**config.mk**
```make
export PLATFORM = sky130hd
export DESIGN_NAME = data_island_assembler_flat
export DESIGN_NICKNAME = d
export VERILOG_FILES = /design/src/rtl/data_island_assembler_pkg.sv /design/src/rtl/data_island_assembler_if.sv /design/src/rtl/data_island_assembler_bch_ecc_step.sv /design/src/rtl/data_island_assembler.sv /design/src/flat_wrapper.sv
export SDC_FILE = /design/constraint.sdc
export NUM_CORES = 1
export LEC_CHECK = 0
export CAP_MARGIN = 20
export CELL_PAD_IN_SITES_DETAIL_PLACEMENT = 1
export CELL_PAD_IN_SITES_GLOBAL_PLACEMENT = 1
export CORE_ASPECT_RATIO = 1.1
export CORE_MARGIN = 4
export CORE_UTILIZATION = 28
export DETAILED_ROUTE_END_ITERATION = 8
export GPL_ROUTABILITY_DRIVEN = 0
export MAX_ROUTING_LAYER = met4
export PLACE_DENSITY = 0.81
export SLEW_MARGIN = 20
export SYNTH_ARGS = -nofsm -noshare
export SYNTH_HDL_FRONTEND = slang
export SYNTH_SLANG_ARGS = --single-unit
```
**constraint.sdc**
```tcl
create_clock -name clk_pixel -period 4.4 [get_ports clk_pixel]
set_clock_uncertainty 0.1 [all_clocks]
set_input_delay 1.32 -clock clk_pixel [delete_from_list [all_inputs] [get_ports clk_pixel]]
set_output_delay 1.32 -clock clk_pixel [all_outputs]
set_load 0.02 [all_outputs]
```
**src/rtl/data_island_assembler_pkg.sv**
```systemverilog
// Shared HDMI data-island constants and types.
// BCH parity polynomial and packet geometry live here.
package data_island_assembler_pkg;
  localparam logic [7:0] BCH_POLY = 8'h83;
  localparam int PACKET_PIXELS = 32;
  localparam int HEADER_BITS = 24;
  localparam int SUB_BITS = 56;
  localparam int NUM_SUBS = 4;

  typedef logic [4:0] cnt_t;
  typedef logic [7:0] ecc_t;
  typedef logic [NUM_SUBS-1:0][SUB_BITS-1:0] sub_arr_t;

  localparam cnt_t HDR_END = cnt_t'(HEADER_BITS);
  localparam cnt_t SUB_END = cnt_t'(SUB_BITS / 2);
  localparam cnt_t LAST_PIXEL = cnt_t'(PACKET_PIXELS - 1);
endpackage

```
**src/rtl/data_island_assembler_if.sv**
```systemverilog
// Packet source <-> assembler bundle.
// master = upstream packet source, slave = assembler.
interface data_island_assembler_if;
  import data_island_assembler_pkg::*;

  logic                   data_island_period;
  logic [HEADER_BITS-1:0] header;
  sub_arr_t               sub;
  cnt_t                   packet_pixel_counter;
  logic                   packet_enable;
  logic [8:0]             packet_data;

  modport master (
    output data_island_period,
    output header,
    output sub,
    input  packet_pixel_counter,
    input  packet_enable,
    input  packet_data
  );

  modport slave (
    input  data_island_period,
    input  header,
    input  sub,
    output packet_pixel_counter,
    output packet_enable,
    output packet_data
  );
endinterface

```
**src/rtl/data_island_assembler_bch_ecc_step.sv**
```systemverilog
// One serial BCH parity step: shift right, fold in poly on feedback.
// Purely combinational so steps can be chained within a cycle.
module bch_ecc_step
  import data_island_assembler_pkg::*;
(
  input  ecc_t ecc_i,
  input  logic bit_i,
  output ecc_t ecc_o
);
  logic fb;

  assign fb = ecc_i[0] ^ bit_i;
  assign ecc_o = (ecc_i >> 1) ^ (fb ? BCH_POLY : 8'h00);
endmodule

```
**src/rtl/data_island_assembler.sv**
```systemverilog
// Serialises one header + four subpackets per 32-pixel packet,
// appending running BCH parity after the payload bits.
module data_island_assembler
  import data_island_assembler_pkg::*;
(
  input logic                   clk_pixel,
  input logic                   reset,
  data_island_assembler_if.slave bus
);
  cnt_t                cnt_q, cnt_d;
  ecc_t                hecc_q, hecc_d, hecc_nxt;
  logic [3:0][7:0]     secc_q, secc_d;
  logic [3:0][7:0]     secc_mid, secc_nxt;
  logic [8:0]          pd_q, pd_d;
  logic                hbit;
  logic [3:0]          ev, od;
  logic                dip, last;

  assign dip = bus.data_island_period;
  assign last = (cnt_q == LAST_PIXEL);

  // Payload first, then the parity accumulated over it.
  always_comb begin
    hbit = 1'b0;
    ev = '0;
    od = '0;
    if (cnt_q < HDR_END) hbit = bus.header[cnt_q];
    else hbit = hecc_q[cnt_q[2:0]];
    for (int i = 0; i < NUM_SUBS; i++) begin
      if (cnt_q < SUB_END) begin
        ev[i] = bus.sub[i][{cnt_q, 1'b0}];
        od[i] = bus.sub[i][{cnt_q, 1'b1}];
      end else begin
        ev[i] = secc_q[i][{cnt_q[1:0], 1'b0}];
        od[i] = secc_q[i][{cnt_q[1:0], 1'b1}];
      end
    end
  end

  bch_ecc_step u_hdr (
    .ecc_i(hecc_q),
    .bit_i(hbit),
    .ecc_o(hecc_nxt)
  );

  for (genvar g = 0; g < NUM_SUBS; g++) begin : g_sub
    bch_ecc_step u_even (
      .ecc_i(secc_q[g]),
      .bit_i(ev[g]),
      .ecc_o(secc_mid[g])
    );
    bch_ecc_step u_odd (
      .ecc_i(secc_mid[g]),
      .bit_i(od[g]),
      .ecc_o(secc_nxt[g])
    );
  end

  always_comb begin
    cnt_d = dip ? cnt_q + 5'd1 : '0;
    hecc_d = hecc_q;
    secc_d = secc_q;
    if (!dip || last) begin
      hecc_d = '0;
      secc_d = '0;
    end else begin
      if (cnt_q < HDR_END) hecc_d = hecc_nxt;
      if (cnt_q < SUB_END) secc_d = secc_nxt;
    end
    pd_d = dip ? {od, ev, hbit} : '0;
  end

  always_ff @(posedge clk_pixel) begin
    if (reset) begin
      cnt_q <= '0;
      hecc_q <= '0;
      secc_q <= '0;
      pd_q <= '0;
    end else begin
      cnt_q <= cnt_d;
      hecc_q <= hecc_d;
      secc_q <= secc_d;
      pd_q <= pd_d;
    end
  end

  assign bus.packet_pixel_counter = cnt_q;
  assign bus.packet_enable = dip & last & ~reset;
  assign bus.packet_data = pd_q;
endmodule

```
**src/flat_wrapper.sv**
```systemverilog
// flat-port wrapper written by rule: the top's interface ports become plain ports
module data_island_assembler_flat import data_island_assembler_pkg::*;
  (clk_pixel, reset, bus_data_island_period, bus_header, bus_sub, bus_packet_pixel_counter, bus_packet_enable, bus_packet_data);
  data_island_assembler_if bus_i ();
  input logic clk_pixel;
  input logic reset;
  input wire logic [$bits(bus_i.data_island_period)-1:0] bus_data_island_period;
  input wire logic [$bits(bus_i.header)-1:0] bus_header;
  input wire logic [$bits(bus_i.sub)-1:0] bus_sub;
  output wire logic [$bits(bus_i.packet_pixel_counter)-1:0] bus_packet_pixel_counter;
  output wire logic [$bits(bus_i.packet_enable)-1:0] bus_packet_enable;
  output wire logic [$bits(bus_i.packet_data)-1:0] bus_packet_data;
  assign bus_i.data_island_period = bus_data_island_period;
  assign bus_i.header = bus_header;
  assign bus_i.sub = bus_sub;
  assign bus_packet_pixel_counter = bus_i.packet_pixel_counter;
  assign bus_packet_enable = bus_i.packet_enable;
  assign bus_packet_data = bus_i.packet_data;
  data_island_assembler u_core (.clk_pixel(clk_pixel), .reset(reset), .bus(bus_i));
endmodule
```
After elaboration in Yosys (flattened, before gate mapping)
Index checks and enable logic that the tools add are counted.
Storage, ports and cells
  register bits: 54
  input bits: 251
  logic and storage cells: 97
  output and inout bits: 15
Cells by class
  add/subtract/negate cells: 1
  reduce and logical (&&, ||, !) cells: 4
  bitwise operators: 22
  muxes and demuxes: 54
  equal/unequal tests: 1
  order comparisons: 8
Operators by type and width (number)
  8-bit two-way mux: 9
  7-bit by 8-bit XOR with 8-bit output: 9
  1-bit binary-select mux with 5-bit select: 9
  1-bit two-way mux: 27
  1-bit binary-select mux with 2-bit select: 8
  6-bit by 7-bit less-than comparator with 1-bit output (second input constant): 2
  3-bit by 4-bit less-than comparator with 1-bit output (second input constant): 3
  5-bit less-than comparator (second input constant): 2
  1-bit XOR: 9
  5-bit by 6-bit less-than comparator with 1-bit output (second input constant): 1
  5-bit by 1-bit adder with 5-bit output (second input constant): 1
  5-bit equality test (second input constant): 1
  2-bit OR reduction: 2
  1-bit binary-select mux with 3-bit select: 1
  1-bit bitwise AND: 2
  1-bit NOT: 2
  1-bit logical NOT: 1
  1-bit logical OR: 1

Depth between registers and ports, before layout
Gate-level depths: netlist of run 1.
  depth after elaboration: 9
  mapped depth: 12
  mapped depth without buffers: 8

Cells and area by module
Synthesis of run 1 repeated with hierarchy kept, for this count alone.
Unflattened totals
  cells, all modules: 487
  area, all modules: 5165.0 um2
Modules (own cells, without submodules)
  data_island_assembler: times used 1, area an instance 4252.8 um2, cells an instance 406, seq. area each 1081.0 um2
  bch_ecc_step: times used 9, area an instance 101.3 um2, cells an instance 9, seq. area each 0.0 um2

Worst setup path after synthesis of run 1
OpenSTA, ideal clock, no wires.
  path kind: input to output
  start: in reset
  end: out bus_packet_enable
  arrival time: 2.120 ns
  stages: 4
  setup slack: 0.860 ns
  path buffers: 2
  required time: 2.980 ns
  cell sequence: nand2b_1 > clkbuf_1 > buf_1 > nor2_1
On the way
  cells in the longest elaborated chain, start to end: 2
RTL lines
  start, declared: RTL line flat_wrapper.sv:6  | input logic reset;
  1-bit NOT: RTL line data_island_assembler.sv:88  | assign bus.packet_enable = dip & last & ~reset;
  1-bit bitwise AND: RTL line data_island_assembler.sv:88
  end, declared: RTL line flat_wrapper.sv:11  | output wire logic [$bits(bus_i.packet_enable)-1:0] bus_packet_enable;
Every way passes these cells.

Worst setup path in the final report of run 1
  start: in bus_sub[52]
  end: reg u_core.secc_q[1] (netlist name)
On the way
  cells in the longest elaborated chain, start to end: 9
RTL lines
  start, declared: RTL line flat_wrapper.sv:9  | input wire logic [$bits(bus_i.sub)-1:0] bus_sub;
  1-bit binary-select mux with 5-bit select: RTL line data_island_assembler.sv:31  | ev[i] = bus.sub[i][{cnt_q, 1'b0}];
  1-bit two-way mux (not written as such): RTL line data_island_assembler.sv:31
  1-bit two-way mux: RTL line data_island_assembler.sv:30  | if (cnt_q < SUB_END) begin
  1-bit XOR: RTL line data_island_assembler_bch_ecc_step.sv:12  | assign fb = ecc_i[0] ^ bit_i;
  8-bit two-way mux: RTL line data_island_assembler_bch_ecc_step.sv:13  | assign ecc_o = (ecc_i >> 1) ^ (fb ? BCH_POLY : 8'h00);
  7-bit by 8-bit XOR with 8-bit output: RTL line data_island_assembler_bch_ecc_step.sv:13
  1-bit XOR: RTL line data_island_assembler_bch_ecc_step.sv:12
  8-bit two-way mux: RTL line data_island_assembler_bch_ecc_step.sv:13
  7-bit by 8-bit XOR with 8-bit output: RTL line data_island_assembler_bch_ecc_step.sv:13
  end signal, assigned: RTL line data_island_assembler.sv:77  | secc_q <= '0;
  end signal, assigned: RTL line data_island_assembler.sv:82  | secc_q <= secc_d;
  end, declared: RTL line data_island_assembler.sv:12  | logic [3:0][7:0] secc_q, secc_d;
Every way passes these cells. The select of a mux whose other input is x is not followed.
A chain may end at the register's enable or synchronous reset.

==> run metrics, run 1 <==
pwr/cell area 196.5 nW/µm²; DRC violations left 0; clock latency on the worst-skew pair 0.30 ns; Reg-to-Reg End u_core.secc_q[9]; vias in the first global route 5506; Worst Path Max Fanout 3; cts repair resizes 0; CORE AREA 16490 µm²; Cell variety after synth 52; Post-Syn Instances 486; setup total negative slack 0 ns; Root Buffer clkbuf_16; Most common cell on crit path xnor2_2; Reg power frac 0.366; Yosys reg bits 54; placed cells 924; layout cells sized above 1 0.1181; register area share after synthesis 0.2281; Slew headroom 0.4082; CP max-delay cell or4_4; drt wl/cell 23.09 µm; Comb pwr share 0.365; clock buffer depth 2; die area 19070 µm²; port bufs 265; syn_nets 739; largest area contributor in the netlist dfxtp_1; area fraction of the dominant cell type after synthesis 0.2281; Clk pwr share 0.269; layout net count 980; fin cells 936; top cells by count, synth nand2_1, dfxtp_1, mux2i_1; EDFF count, synth 0; DP Area 7456 µm²; via count 5035; critical path required time 4.53 ns; most common cell in the netlist nand2_1; leak pwr 2.523 nW; clock buffer count from CTS 5; CTS tree yes; Sw Share 0.2746; worst path buffer plus inverter count 1; area growth from synthesis to layout 60.76%; Initial Util 0.2873; ys async rst share 0; worst slew pin tran 0.8858 ns; RSZ-0062 raised after global routing false; worst r2r src u_core.bus.packet_pixel_counter[0]; CP Class in2reg; Final Cell Area 7617 µm²; ANT nets after route 0; startpoint types input port; final setup violation count 0; IO Count 266; num rows 49; clk sinks 54; min-delay src u_core.secc_q[4]; Max Cap Viol 0; Slew Viols, Final 0; first-pass GRT wire length 32610 µm; Global Route Usage Sum 0.2276; WHS 0.3766 ns; slowest stage delay, CP 0.57 ns; Hold Path Depth 2; Iter 0 DRT Violations 230; number of H-tree levels 2; Post-Syn Area 4738 µm²; Net Sw Power 0.0004110 W; Via density 5.379; Critical Path AT 3.92 ns; Avg Synthesized Cell Area 9.750 µm²; R2R Setup Slk 1.11 ns; Worst-path clk slew 0.07 ns; GRT overflow 0; setup bufs post-CTS 0; top_reg_cell synth dfxtp_1; crit path cell chain clkdlybuf4s50_1, mux4_2, nor3b_1, or4_4, a31oi_4, xnor2_2, xnor2_2, or3_1, a21oi_2; HPWL after DPL 17900 µm; Peak supply drop 133.2 µV; outcome finished, final reports clean; R2R depth 9; die height 144.4 µm; synth warn 0; dominant cells by area after synthesis dfxtp_1, mux4_2, mux2i_1, nand2_1, a21oi_1; endpoints failing hold 0; Die Wd 132.0 µm; crit-path leading delay family simple AND/OR/NAND/NOR gates; Tmin final 3.788 ns; fin crit share 0.8610; CP Capture Type flip-flop; initial antenna violation count 3; Hold Path Class reg2reg; f_max 264.0 MHz; largest net degree at the start of global routing 65; WHS Endpoint u_core.secc_q[4]; Hold Buf Count CTS 0; drt first pass iters 4; # fillers 1848; internal power 0.001086 W; final wirelength 21610 µm
tightest hold or removal path, delay by kind of cell (launching register included):
kind	cells	cell delay [ns]
DFF	1	0.33
and+or+nand+nor	1	0.06
AOI/OAI and AO/OA	1	0.05
metrics by stage:
step | util | worst slack [ns] | power (W)
after global routing | 0.4619 | 0.4924 | 0.001564
after detailed placement | 0.4521 | 0.3037 | 0.001105
after global placement | 0.4521 | 0.3087 | 0.001086
after floorplan | - | 0.8604 | 0.0008072
after CTS | 0.4613 | 0.5954 | 0.001509
final | 0.4619 | 0.6115 | 0.001497
how the worst max path moves through the flow:
stage,start,to,slack [ns],cells after the start
after detailed placement,bus_sub[52],u_core.secc_q[1],0.30,9
after floorplan,reset,bus_packet_enable,0.86,4
after CTS,bus_sub[52],u_core.secc_q[1],0.60,9
after global routing,bus_sub[52],u_core.secc_q[1],0.49,9
after global placement,bus_sub[52],u_core.secc_q[1],0.31,9
final,bus_sub[52],u_core.secc_q[1],0.61,9
logic make-up after synthesis:
group                      share of synthesized area
AOI/OAI and AO/OA                             0.1452
xor gates and xnor gates                     0.05308
adders and majority gates                   0.005280
buffers and inverters                        0.06839
DFF                                           0.2281
muxes                                         0.3520
and+or+nand+nor                               0.1479
cells in the final DEF, fill, tap and decap left out, types with 5 or more instances in the layout:
| cell | instances |
|---|---|
| dfxtp_1 | 52 |
| nor2_1 | 25 |
| or3_1 | 6 |
| xnor2_1 | 20 |
| xor2_1 | 5 |
| mux2i_1 | 52 |
| nand3_1 | 7 |
| nand2_1 | 74 |
| mux4_2 | 43 |
| a21oi_1 | 44 |
| a22oi_1 | 23 |
| clkbuf_16 | 5 |
| o21ai_0 | 8 |
| clkdlybuf4s50_1 | 264 |
| nor2b_1 | 9 |
| buf_4 | 13 |
| mux4_1 | 5 |
state kept, by name (all words and copies together), names as in the netlist:
| name | flops |
|---|---|
| u_core.hecc_q | 8 |
| u_core.secc_q | 32 |
| u_core.bus.packet_data | 9 |
| u_core.bus.packet_pixel_counter | 5 |
area by class of cell:
class / count / area, µm² / share of cell area
multi-input cells: 383 / 3333 / 0.4376
repair buffers: 278 / 2760 / 0.3624
flip-flops and latches: 54 / 1089 / 0.1429
well taps: 204 / 255.2 / 0.03351
clock buffers: 5 / 125.1 / 0.01643
clock inverters: 3 / 26.28 / 0.003449
inverters: 5 / 18.77 / 0.002464
diodes: 4 / 10.01 / 0.001314
power by group through the flow:
| stage | combinational (W) | sequential, W | clock, W |
|---|---|---|---|
| floorplan | 0.000260 | 0.000547 | 0 |
| CTS | 0.000550 | 0.000549 | 0.000411 |
| detailed placement | 0.000545 | 0.000560 | 0 |
| global route | 0.000583 | 0.000553 | 0.000428 |
| finish | 0.000546 | 0.000548 | 0.000402 |
| global placement | 0.000530 | 0.000557 | 0 |
per-layer routing:
| metal | track usage | vias to the layer above | wire, µm |
|---|---|---|---|
| met4 | 0.08513 | 0 | 673 |
| li1 | - | 2309 | - |
| met1 | 0.2420 | 2503 | 8147 |
| met2 | 0.4206 | 191 | 11570 |
| met3 | 0.04558 | 32 | 1222 |
| met5 | - | - | 0 |
Power figures use the tool's default switching activity.
==> run 2, diff against run 1 <==
--- a/config.mk
+++ b/config.mk
@@ -12,7 +12,6 @@
 export CORE_MARGIN = 4
 export CORE_UTILIZATION = 28
 export DETAILED_ROUTE_END_ITERATION = 8
-export GPL_ROUTABILITY_DRIVEN = 0
 export MAX_ROUTING_LAYER = met4
 export PLACE_DENSITY = 0.81
 export SLEW_MARGIN = 20
==> constraint.sdc (replaced) <==
create_clock -name clk_pixel -period 4.2 [get_ports clk_pixel]
set_clock_uncertainty 0.1 [all_clocks]
set_input_delay 1.26 -clock clk_pixel [delete_from_list [all_inputs] [get_ports clk_pixel]]
set_output_delay 1.26 -clock clk_pixel [all_outputs]
set_load 0.02 [all_outputs]
==> run metrics, run 2 (synthesis gave the netlist of run 1 again) <==
HPWL after DPL 17980 µm; Via density 5.332; Hold Buf Count CTS 0; die height 144.4 µm; RSZ-0062 raised after global routing false; layout net count 982; number of flip-flops in the largest register 32; R2R Setup Slk 0.91 ns; clock buffer count from CTS 5; met3 Use GR 0.04767; Top Usage Layer GRT met2; leak pwr 2.537 nW; CP Class in2reg; via count 5001; WHS Endpoint u_core.secc_q[6]; area growth from synthesis to layout 61.66%; M2 GR Usage 0.4252; R2R depth 7; startpoint types input port; Critical Path AT 3.90 ns; CORE AREA 16490 µm²; layout cells sized above 1 0.1192; GRT overflow 0; endpoints failing hold 0; pwr/cell area 211.6 nW/µm²; f_max 265.3 MHz; num rows 49; setup total negative slack 0 ns; final wirelength 22070 µm; cts repair resizes 0; Tmin final 3.769 ns; drt wl/cell 23.53 µm; worst r2r src u_core.bus.packet_pixel_counter[0]; fin crit share 0.8975; Max Cap Viol 0; Hold Path Class reg2reg; final setup violation count 0; most frequent cells in the layout clkdlybuf4s50_1, nand2_1, mux2i_1, dfxtp_1, a21oi_1; clock buffer depth 2; Initial Util 0.2873; clock latency on the worst-skew pair 0.30 ns; ANT nets after route 0; fin cells 938; met1 usage 0.2520; Worst-path clk slew 0.07 ns; drt first pass iters 4; critical path required time 4.33 ns; Global Route Usage Sum 0.2308; Slew headroom 0.3796; min-delay src u_core.secc_q[6]; first-pass GRT wire length 33040 µm; CTS tree yes; CP Capture Type flip-flop; Iter 0 DRT Violations 274; setup bufs post-CTS 0; vias in the first global route 5429; outcome finished, final reports clean; port bufs 265; die area 19070 µm²; largest net degree at the start of global routing 41; initial antenna violation count 4; # fillers 1846; clk sinks 54; Slew Viols, Final 0; Worst Path Max Fanout 3; most common cell after layout, fill and taps aside clkdlybuf4s50_1; Reg-to-Reg End u_core.hecc_q[0]; number of H-tree levels 2; Final GP Congestion 0.8869; placed cells 926; DRC violations left 0; Biggest register u_core.secc_q; Die Wd 132.0 µm; Peak supply drop 173.3 µV; worst slew pin tran 0.9293 ns; Hold Path Depth 2; Root Buffer clkbuf_16; IO Count 266
## run 2: cell types whose count changed in the layout (fill, tap and decap cells not counted)
| cell | delta |
|---|---|
| clkinv_4 | -3 |
| buf_12 | +1 |
| buf_4 | +1 |
| bufinv_16 | +1 |
| clkbuf_1 | +1 |
| clkinvlp_4 | +1 |
## run 2: layer usage
layer	part of all wire	up-vias
met2	0.53	183
met3	0.059	27
li1	-	2317
met4	0.025	0
met1	0.39	2474
met5	0	-
## run 2: worst max-delay path, stage by stage
cell and delay (ns):
clkdlybuf4s50_1 0.42, mux4_2 0.47, nor3b_1 0.15, or4_4 0.60, a31oi_4 0.21, xnor2_2 0.19, xnor2_2 0.12, or3_1 0.33
a21oi_2 0.14
## run 2: report_power, final
part | internal (W) | switching [W] | total [W]
combinational | 0.000376 | 0.000200 | 0.000576
clock | 0.000282 | 0.000189 | 0.000471
sequential | 0.000538 | 0.0000364 | 0.000575
## run 2: worst max path at each step
stage | startpoint | endpoint | cells past startpoint | slack (ns)
5_1_grt | bus_sub[52] | u_core.secc_q[1] | 9 | 0.35
6_report | bus_sub[52] | u_core.secc_q[1] | 9 | 0.43
4_1_cts | bus_sub[52] | u_core.secc_q[1] | 9 | 0.41
3_5_place_dp | bus_sub[52] | u_core.secc_q[1] | 9 | 0.12
2_1_floorplan | bus_sub[52] | u_core.secc_q[1] | 8 | 0.74
3_3_place_gp | bus_sub[52] | u_core.secc_q[1] | 9 | 0.14
## run 2: area by class of cell
cell class	instances	area (µm²)	area share
flip-flops and latches	54	1089	0.1421
well taps	204	255.2	0.03332
clock buffers	6	128.9	0.01682
diodes	4	10.01	0.001307
inverters	5	18.77	0.002450
clock inverters	2	37.54	0.004900
multi-input cells	383	3333	0.4352
repair buffers	280	2788	0.3639
## run 2: per-stage QoR
| step | utilization | hold WS (ns) | total power, W | setup slack (ns) | cell area (µm²) |
|---|---|---|---|---|---|
| after floorplan | - | 0.3419 | 0.0008456 | 0.7378 | 4738 |
| after global placement | 0.4538 | 0.3493 | 0.001140 | 0.1438 | 7483 |
| after detailed placement | 0.4538 | 0.3643 | 0.001158 | 0.1241 | 7483 |
| after CTS | 0.4638 | 0.3741 | 0.001631 | 0.4052 | 7650 |
| after global routing | 0.4645 | 0.3980 | 0.001691 | 0.3502 | 7660 |
| final | 0.4645 | 0.3738 | 0.001621 | 0.4306 | 7660 |
